`src/rtl/reset_sequencer_pkg.sv`:
```
// reset_sequencer_pkg: state encoding and counter sizing shared by the reset sequencer
package reset_sequencer_pkg;

    typedef enum logic [1:0] {
        S_HOLD = 2'd0,
        S_REL  = 2'd1,
        S_RUN  = 2'd2
    } state_t;

    // Wide enough for the larger of the hold and inter-stage delays; never below one bit.
    function automatic int cnt_width(input int a, input int b);
        int m;
        m = (a > b) ? a : b;
        return (m > 1) ? $clog2(m) : 1;
    endfunction

endpackage

```
`src/rtl/reset_sequencer_button_debouncer.sv`:
```
// button_debouncer: two-flop synchroniser plus stability counter for the player reset button
module button_debouncer #(
    parameter int DEBOUNCE_BITS = 4
) (
    input  logic clk,
    input  logic reset,
    input  logic button,
    output logic db_button
);

    logic                     s1_q, s2_q, db_q, db_d;
    logic [DEBOUNCE_BITS-1:0] db_cnt_q, db_cnt_d;

    // Counter only advances while the synchronised level disagrees with the debounced one.
    always_comb begin
        db_d     = db_q;
        db_cnt_d = '0;
        if (s2_q != db_q) begin
            if (&db_cnt_q) db_d = s2_q;
            else db_cnt_d = db_cnt_q + 1'b1;
        end
    end

    always_ff @(posedge clk or posedge reset) begin
        if (reset) begin
            s1_q     <= 1'b1;
            s2_q     <= 1'b1;
            db_q     <= 1'b1;
            db_cnt_q <= '0;
        end else begin
            s1_q     <= button;
            s2_q     <= s1_q;
            db_q     <= db_d;
            db_cnt_q <= db_cnt_d;
        end
    end

    assign db_button = db_q;

endmodule

```
`src/rtl/reset_sequencer.sv`:
```
// reset_sequencer: holds all game domains in reset, then releases them one by one and raises ready
import reset_sequencer_pkg::*;

module reset_sequencer #(
    parameter int STAGES        = 3,
    parameter int HOLD_CYCLES   = 16,
    parameter int STAGE_DELAY   = 8,
    parameter int DEBOUNCE_BITS = 4
) (
    input  logic              clk,
    input  logic              reset,
    input  logic              button,
    input  logic              soft_req,
    output logic [STAGES-1:0] rst_out,
    output logic              ready,
    output logic              db_button
);

    localparam int CW = cnt_width(HOLD_CYCLES, STAGE_DELAY);
    localparam int SW = $clog2(STAGES + 1);

    state_t            state_q, state_d;
    logic [CW-1:0]     cnt_q, cnt_d;
    logic [SW-1:0]     stage_q, stage_d;
    logic [STAGES-1:0] rst_q, rst_d;
    logic              ready_q, ready_d;
    logic              trigger;

    button_debouncer #(.DEBOUNCE_BITS(DEBOUNCE_BITS)) u_debouncer (
        .clk      (clk),
        .reset    (reset),
        .button   (button),
        .db_button(db_button)
    );

    assign trigger = soft_req | ~db_button;

    always_comb begin
        state_d = state_q;
        cnt_d   = cnt_q;
        stage_d = stage_q;
        rst_d   = rst_q;
        ready_d = ready_q;
        case (state_q)
            S_HOLD: begin
                rst_d   = '1;
                ready_d = 1'b0;
                if (trigger) begin
                    cnt_d = '0;
                end else if (cnt_q == CW'(HOLD_CYCLES - 1)) begin
                    rst_d   = ~(STAGES'(1));
                    cnt_d   = '0;
                    stage_d = SW'(1);
                    state_d = (STAGES == 1) ? S_RUN : S_REL;
                    ready_d = (STAGES == 1);
                end else begin
                    cnt_d = cnt_q + 1'b1;
                end
            end
            S_REL: begin
                if (trigger) begin
                    rst_d   = '1;
                    cnt_d   = '0;
                    stage_d = '0;
                    state_d = S_HOLD;
                end else if (cnt_q == CW'(STAGE_DELAY - 1)) begin
                    rst_d   = rst_q & ~(STAGES'(1) << stage_q);
                    cnt_d   = '0;
                    stage_d = stage_q + 1'b1;
                    if (stage_q == SW'(STAGES - 1)) begin
                        ready_d = 1'b1;
                        state_d = S_RUN;
                    end
                end else begin
                    cnt_d = cnt_q + 1'b1;
                end
            end
            S_RUN: begin
                rst_d   = '0;
                ready_d = 1'b1;
                if (trigger) begin
                    rst_d   = '1;
                    ready_d = 1'b0;
                    cnt_d   = '0;
                    stage_d = '0;
                    state_d = S_HOLD;
                end
            end
            default: state_d = S_HOLD;
        endcase
    end

    always_ff @(posedge clk or posedge reset) begin
        if (reset) begin
            state_q <= S_HOLD;
            cnt_q   <= '0;
            stage_q <= '0;
            rst_q   <= '1;
            ready_q <= 1'b0;
        end else begin
            state_q <= state_d;
            cnt_q   <= cnt_d;
            stage_q <= stage_d;
            rst_q   <= rst_d;
            ready_q <= ready_d;
        end
    end

    assign rst_out = rst_q;
    assign ready   = ready_q;

endmodule

```
`config.mk`:
```
export PLATFORM = sky130hd
export DESIGN_NAME = reset_sequencer
export DESIGN_NICKNAME = d
export VERILOG_FILES = /design/src/rtl/reset_sequencer_pkg.sv /design/src/rtl/reset_sequencer_button_debouncer.sv /design/src/rtl/reset_sequencer.sv
export SDC_FILE = /design/constraint.sdc
export NUM_CORES = 1
export LEC_CHECK = 0
export CAP_MARGIN = 20
export CELL_PAD_IN_SITES_DETAIL_PLACEMENT = 0
export CELL_PAD_IN_SITES_GLOBAL_PLACEMENT = 1
export CORE_MARGIN = 2
export CORE_UTILIZATION = 45
export DETAILED_ROUTE_END_ITERATION = 8
export HOLD_SLACK_MARGIN = 0.02
export PLACE_DENSITY = 0.89
export SETUP_SLACK_MARGIN = 0.02
export SLEW_MARGIN = 30
export SYNTH_ARGS = -nofsm -noshare
export SYNTH_HDL_FRONTEND = slang
export SYNTH_SLANG_ARGS = --single-unit
```
`constraint.sdc`:
```
create_clock -name clk -period 4.8 [get_ports clk]
set_clock_uncertainty 0.15 [all_clocks]
set_input_delay 0.96 -clock clk [delete_from_list [all_inputs] [get_ports clk]]
set_output_delay 0.96 -clock clk [all_outputs]
set_load 0.02 [all_outputs]
```
Word-level counts from Yosys, hierarchy flattened
Index checks and enable logic that the tools add are counted.
{"block": "word_totals", "regBits": 19, "latch_bits": 0, "mem_bits_rw": 0, "mem_bits_ro": 0, "mem_count": 0}
{"block": "op_classes", "addsub": 3, "multipliers": 0, "div_mod_pow": 0, "magnitude_cmp": 0, "n_eq_ne": 14, "shift": 1, "muxes": 29, "bitwise": 4, "n_reduce_logical": 9}
{"op": "4-bit 2-to-1 mux", "n": 7}
{"op": "2-bit 2-to-1 mux", "n": 8}
{"op": "5-bit AND reduction", "n": 3}
{"op": "2-bit != test, second input constant", "n": 6}
{"op": "2-bit case mux with 3 select lines", "n": 2}
{"op": "4-bit case mux with 3 select lines", "n": 1}
{"op": "3-bit 2-to-1 mux", "n": 3}
{"op": "3-bit case mux with 3 select lines", "n": 1}
{"op": "4-bit by 1-bit adder with 4-bit output, second input constant", "n": 2}
{"op": "4-bit AND reduction", "n": 2}
{"op": "1-bit 2-to-1 mux", "n": 6}
{"op": "3-bit != test, second input constant", "n": 2}
{"op": "2-bit equality test, second input constant", "n": 2}
{"op": "4-bit by 3-bit equality test with 1-bit output, second input constant", "n": 1}
{"op": "4-bit equality test, second input constant", "n": 1}
{"op": "2-bit AND reduction", "n": 2}
{"op": "3-bit bitwise AND", "n": 1}
{"op": "3-bit NOT", "n": 1}
{"op": "1-bit case mux with 3 select lines", "n": 1}
{"op": "3-bit nonzero test", "n": 1}
{"op": "1-bit by 2-bit << shifter with 3-bit output, first input constant", "n": 1}
{"op": "2-bit by 1-bit adder with 2-bit output, second input constant", "n": 1}
{"op": "2-bit by 1-bit equality test with 1-bit output, second input constant", "n": 1}
{"op": "2-bit logical NOT", "n": 1}
{"op": "other kinds (3)", "n": 3}

Depth between registers and ports, before layout
{"block": "depth", "word_depth": 6, "ltp_mapped": 7, "mapped_depth_nobuf": 6}

By module
Synthesis repeated with hierarchy kept, for this count alone.
{"block": "hier_totals", "cells_unflattened": 109, "area_unflattened_um2": 1167.4}
{"mod": "reset_sequencer", "n_inst": 1, "cells_per_inst": 88, "area_each_um2": 883.3, "seq_area_each_um2": 304.0}
{"mod": "button_debouncer", "n_inst": 1, "cells_per_inst": 21, "area_each_um2": 284.0, "seq_area_each_um2": 178.9}

Worst setup path after synthesis
Ideal clock, no wire load.
{"block": "synth_path", "kind": "input port to flip-flop", "start": "input port soft_req", "end": "register ready_q (netlist: ready)", "setup_time_ps": 126, "arrival_time_ps": 1918, "required_time_ps": 4524, "setup_slack_ps": 2606, "cell_stages": 4, "n_path_buf": 0, "path_cell_list": "nand4b_4 nor3b_2 mux2_1 a221o_1"}
{"block": "synth_via", "elab_chain_cells": 3, "elab_cells_between_ends": 5}
{"element": "from (decl)", "line": "reset_sequencer.sv:13", "text": "input logic soft_req,"}
{"element": "1-bit OR (*)", "line": "reset_sequencer.sv:36", "text": "assign trigger = soft_req | ~db_button;"}
{"element": "1-bit 2-to-1 mux or 2-bit != test (tied branches)"}
{"element": "1-bit case mux with 3 select lines or 4-bit AND reduction (tied branches)"}
{"element": "to (signal assigned)", "line": "reset_sequencer.sv:105", "text": "ready_q <= ready_d;"}
{"element": "to (decl)", "line": "reset_sequencer.sv:26", "text": "logic ready_q, ready_d;"}
Every way passes the cells marked *; elsewhere a longest branch is shown, timed or not.
A chain may end at the register's enable or synchronous reset.

Worst setup path in the final report
{"block": "layout_path", "start": "register u_debouncer.db_q (netlist: u_debouncer.db_button)", "end": "output port db_button"}
{"element": "from (decl)", "line": "reset_sequencer_button_debouncer.sv:11", "text": "logic s1_q, s2_q, db_q, db_d;"}
{"element": "from (signal assigned)", "line": "reset_sequencer_button_debouncer.sv:28", "text": "db_q <= 1'b1;"}
{"element": "from (signal assigned)", "line": "reset_sequencer_button_debouncer.sv:33", "text": "db_q <= db_d;"}
{"element": "to (decl)", "line": "reset_sequencer.sv:16", "text": "output logic db_button"}
No word-level cell between the ends.

==> results.toml <==
[status]
status = "completed"

[synth]
top_cells_by_count_synth = "dfrtp_1, nand2_1, ha_1, o21ai_0, a21oi_1"
synth_top_area_cell = "dfrtp_1"
synth.ff_latch_count = 19
async_flop_share_pct = 100
synth_sequential_area_ratio_pct = 41.7
synthesis.nets = 125
netlist_instances = 112
netlist_area_mm2 = 0.00116
synthesis.area_per_instance_um2 = 10.3
yosys.area.top_type_share_pct = 28.1
synth_enable_flop_cells = 0
post_synth_main_area_contributors = "dfrtp_1, dfstp_2, ha_1"
synth.yosys.warnings = 0
synthDistinctLibCells = 43
synthFlopType = "dfrtp_1"
synth.most_common_cell = "dfrtp_1"

[finish]
multi_input_area_um2 = 638
finish.net_count = 135
layout_cells_sized_above_1_pct = 17.4
total_inserted_antenna_cells = 0
filler_cell_count = 228
synthToLayoutAreaGrowth_pct = 11.2
seqCellArea_um2 = 483
final_core_utilization_pct = 52.4

[timing]
report.final.setup_viol = 0
actual_transition_at_the_worst_max_transition_pin_ns = 0.689
max-slew-margin-rel_pct = 54.0
period_needed_ns = 2.68
share_of_the_clock_period_used_by_the_worst_path_pct = 55.8
slew_viol_final = 0
rsz_0062_raised_after_global_routing = "no"
fin_tns_setup_ns = 0
fin_worst_hold_slack_ns = 0.212
maxClockFrequency_ghz = 0.373
finalHoldViolCount = 0

[worst_setup_path]
crit_slowest_cell = "dfstp_2"
crit_chain = "clkdlybuf4s50_1"
path_depth = 1
timing.rr.end = "ready"
timing.critical_path.buf_inv = 1
cp_max_fo = 7
endpoint_kind = "output pin"
rr_worst_depth = 5
r2r-start = "state_q[0]"
worst_ep_required_time_ns = 3.69
timing.critical_path.slowest_cell_delay_ns = 0.64
critPathTopFamily = "flip-flops"
crit_path_start_kind = "flop"
reg2reg_slack_ns = 2.83
cp_data_arrival_time_ns = 1.57
crit_type = "flop to output pin"

[die]
top_ports = 9
core_area_mm2 = 0.00245
dieHeight_um = 54.7
die_x_um = 54.7
die_area_mm2 = 0.00299
initial_core_util_pct = 47.1
rows = 18

[route]
met3_length_um = 53
drt_first_iter_violations = 8
via_per_inst = 5.28
post-route-drc-count = 0
met2_length_um = 920
dr.pass1.iters = 4
drt-met1-wl_um = 958
postRouteAntennaNets = 0
route.final.wire_length_um = 1980
routed_wirelength_normalized_by_instance_count_um = 13.1
highest_layer = "met4"
vias = 797

[global_routing]
via_count_of_the_first_global_routing_pass = 760
grt_overflow = 0
grt_antenna_before_repair = 0
grt_max_degree = 20
grt_pass1_wl_um = 3230
grt_use_total_pct = 15.4

[cts]
max-clock-path-buffers = 2
cts_num_sinks = 19
tritoncts = "yes"
cts_buffers = 3
cts_root_buffer = "clkbuf_4"
post_cts_hold_fix_bufs = 0
post-cts-setup-buffer-count = 0
clkLatencyLatePin_ns = 0.30
clock_input_transition_at_the_sequential_cells_of_the_worst_setup_and_hold_paths_ns = 0.10
cts_resized = 0
number_of_h_tree_branching_levels = 1

[place]
placement.io_buffers = 8
detailed_placement_hpwl_um = 1450
gpl.final_weighted_congestion = 0.740

[power_and_ir_drop]
static-leakage-power_nw = 0.583
power.ir.vdd_worst_mv = 0.102
p_per_area_mw_per_mm2 = 202

[flow_run]
cap_violations = 0

[worst_hold_path]
timing.hold.worst.class = "flop to flop"
timing.hold.worst_path_depth = 0
hold_end = "u_debouncer.s2_q"
timing.hold.worst.start = "u_debouncer.s1_q"
## per-stage QoR
stage	setup slack (ns)	power, mW	cell area [µm²]	cells
after floorplan	2.61	0.176	1160	112
after global placement	2.06	0.181	1260	147
after detailed placement	2.02	0.181	1260	147
after CTS	2.11	0.264	1290	151
after global routing	2.05	0.273	1290	151
final	2.12	0.260	1290	151
## cell type report
cell class / instances / share of cell area (%)
multi-input combinational: 84 / 49.6
sequential: 19 / 37.5
timing repair buffer: 8 / 6.22
tap: 30 / 2.92
clock buffer: 4 / 2.04
inverter: 6 / 1.75
## how the worst max path moves through the flow
stage / start / endpoint / slack, ns
3_3_place_gp: soft_req / ready / 2.06
4_1_cts: u_debouncer.db_button / db_button / 2.11
6_report: u_debouncer.db_button / db_button / 2.12
3_5_place_dp: soft_req / ready / 2.02
2_1_floorplan: soft_req / ready / 2.61
5_1_grt: u_debouncer.db_button / db_button / 2.05
## routing by layer
layer  GRT usage, %  vias to the layer above
met3           2.46                        5
met4           7.50                        0
met1           19.8                      369
met5              0                        -
met2           24.8                        8
li1               -                      415
## power breakdown
part / internal, mW / switching (mW) / total, mW
registers: 0.164 / 0.00295 / 0.167
clock network: 0.0324 / 0.0494 / 0.0818
logic: 0.00545 / 0.00591 / 0.0114
## cell usage in the layout (no fill, tap or decap), drive strengths merged, types with 2 or more instances in the layout
cell type	n
clkdlybuf4s50	8
nand4b	3
dfstp	6
xnor2	3
nand2	11
nor2	4
dfrtp	13
nand3	2
a21oi	7
nand2b	3
ha	9
o21ai	12
nor3b	3
mux2i	2
clkbuf	4
nor2b	5
inv	6
mux2	2
a21o	2
## flip-flops by register name (all words and copies together), names as in the netlist
register	count
state_q	2
cnt_q	4
ready	1
u_debouncer.db_cnt_q	4
stage_q	2
u_debouncer.db_button	1
u_debouncer.s2_q	1
u_debouncer.s1_q	1
rst_out	3
## logic make-up (layout without fill, tap and decap cells)
group | after synthesis | in the layout | share of synthesized area [%]
AO/OA/AOI/OAI | 30 | 30 | 17.6
flip-flops | 19 | 19 | 41.7
AND/OR/NAND/NOR | 38 | 38 | 21.8
adder cells (fa/ha/maj) | 9 | 9 | 9.73
buffers and inverters | 9 | 18 | 3.13
multiplexers | 4 | 4 | 3.68
XOR/XNOR | 3 | 3 | 2.27
No activity file was read; power rests on OpenSTA's default activity.
==> edit (same flow settings) <==
Encoding of `state_t`: now one-hot (3 bits for 3 states).
--- a/src/rtl/reset_sequencer_pkg.sv
+++ b/src/rtl/reset_sequencer_pkg.sv
@@ -2,8 +2,8 @@
 package reset_sequencer_pkg;
 
-    typedef enum logic [1:0] {
-        S_HOLD = 2'd0,
-        S_REL  = 2'd1,
-        S_RUN  = 2'd2
+    typedef enum logic [2:0] {
+        S_HOLD = 3'b001,
+        S_REL  = 3'b010,
+        S_RUN  = 3'b100
     } state_t;
 
Behaviour: same outputs for any inputs over 10 cycles, from zero or initial values and one cycle with reset high; not proved beyond that.
==> edit against the unedited design <==
- critical path type unchanged
- utilization decreased by 0.31 points
- worst hold slack better by 0.027 ns
- setup slack better by 0.083 ns
- global-route usage is 4.1 points higher
- sequential cell count increased by 1
- largest power group unchanged
- total power up 9.3%
- final area decreased by 0.58%
- area after synthesis rose by 0.43%
- wire length rose by 20%
==> edit: results (changes against the unedited design) <==
total number of vias 962 (was 797); net count after synthesis 139 (was 125); mux contribution to synthesized area 0.009688 (was 0.03676); register area 509.2 sq um (was 483.0 sq um); switching share of power 0.2135 (was 0.2241); gpl congestion 0.8080 (was 0.7395); syn_area_per_cell 8.941 sq um (was 10.33 sq um); post-route cell area 1280 sq um (was 1287 sq um); Synth Area in XOR/XNOR 0.01507 (was 0.02270); Synth Area in Adders 0.05382 (was 0.09730); status complete, no violations (unchanged); Place WS 2.211 ns (was 2.021 ns); Clk pwr share 0.346 (was 0.315); drt initial violations 26 (was 8); register area share after synthesis 0.4381 (was 0.4173); multi-input gate share of total cell area 0.4438 (was 0.4956); inverter count 13 (was 6); Slowest-stage cell, CP clkdlybuf4s50_1 (was dfstp_2); Pleak 0.5144 nW (was 0.5829 nW); HPWL after detailed placement 1.715 mm (was 1.451 mm); Slew HR 0.4869 (was 0.5405); placed cells 162 (was 147); GRT Util Overall 0.1943 (was 0.1537); Layout Cells excl Fill 166 (was 151); multi-input gates 91 (was 84); met2 wire length 1.076 mm (was 920 microns); Synth Register Bits 20 (was 19); grt met2 use 0.2837 (was 0.2480); Max stage delay on crit path 0.61 ns (was 0.64 ns); crit path DAT 1.49 ns (was 1.57 ns); Synth area leaders dfrtp_1, dfstp_2, a21oi_1 (was dfrtp_1, dfstp_2, ha_1); GR Util met1 0.2955 (was 0.1980)
edit: cell types whose count changed in the layout (fill, tap and decap cells not counted), sizes merged, moves of 3 or more:
cell / before / now
a21oi: 7 / 15
inv: 6 / 12
nand3: 2 / 7
nor2: 4 / 9
ha: 9 / 5
nand2: 11 / 7
nor3: 1 / 4
nor3b: 3 / 0
o21ai: 12 / 15
edit: worst paths after layout:
path                                        from  slack, ns                       to
max in group asynchronous                  reset       3.08  u_debouncer.db_cnt_q[0]
min reg2reg                     u_debouncer.s1_q       0.24         u_debouncer.s2_q
min                             u_debouncer.s1_q       0.24         u_debouncer.s2_q
max reg2reg                           state_q[2]       2.76               stage_q[1]
min in group asynchronous                  reset       0.93                    ready
max                        u_debouncer.db_button       2.20                db_button
edit: cells by family after synthesis:
family	Yosys count
xor gates and xnor gates	2
and+or+nand+nor	39
DFF	20
buffers and inverters	19
muxes	1
AOI/OAI and AO/OA	44
adders and majority gates	5
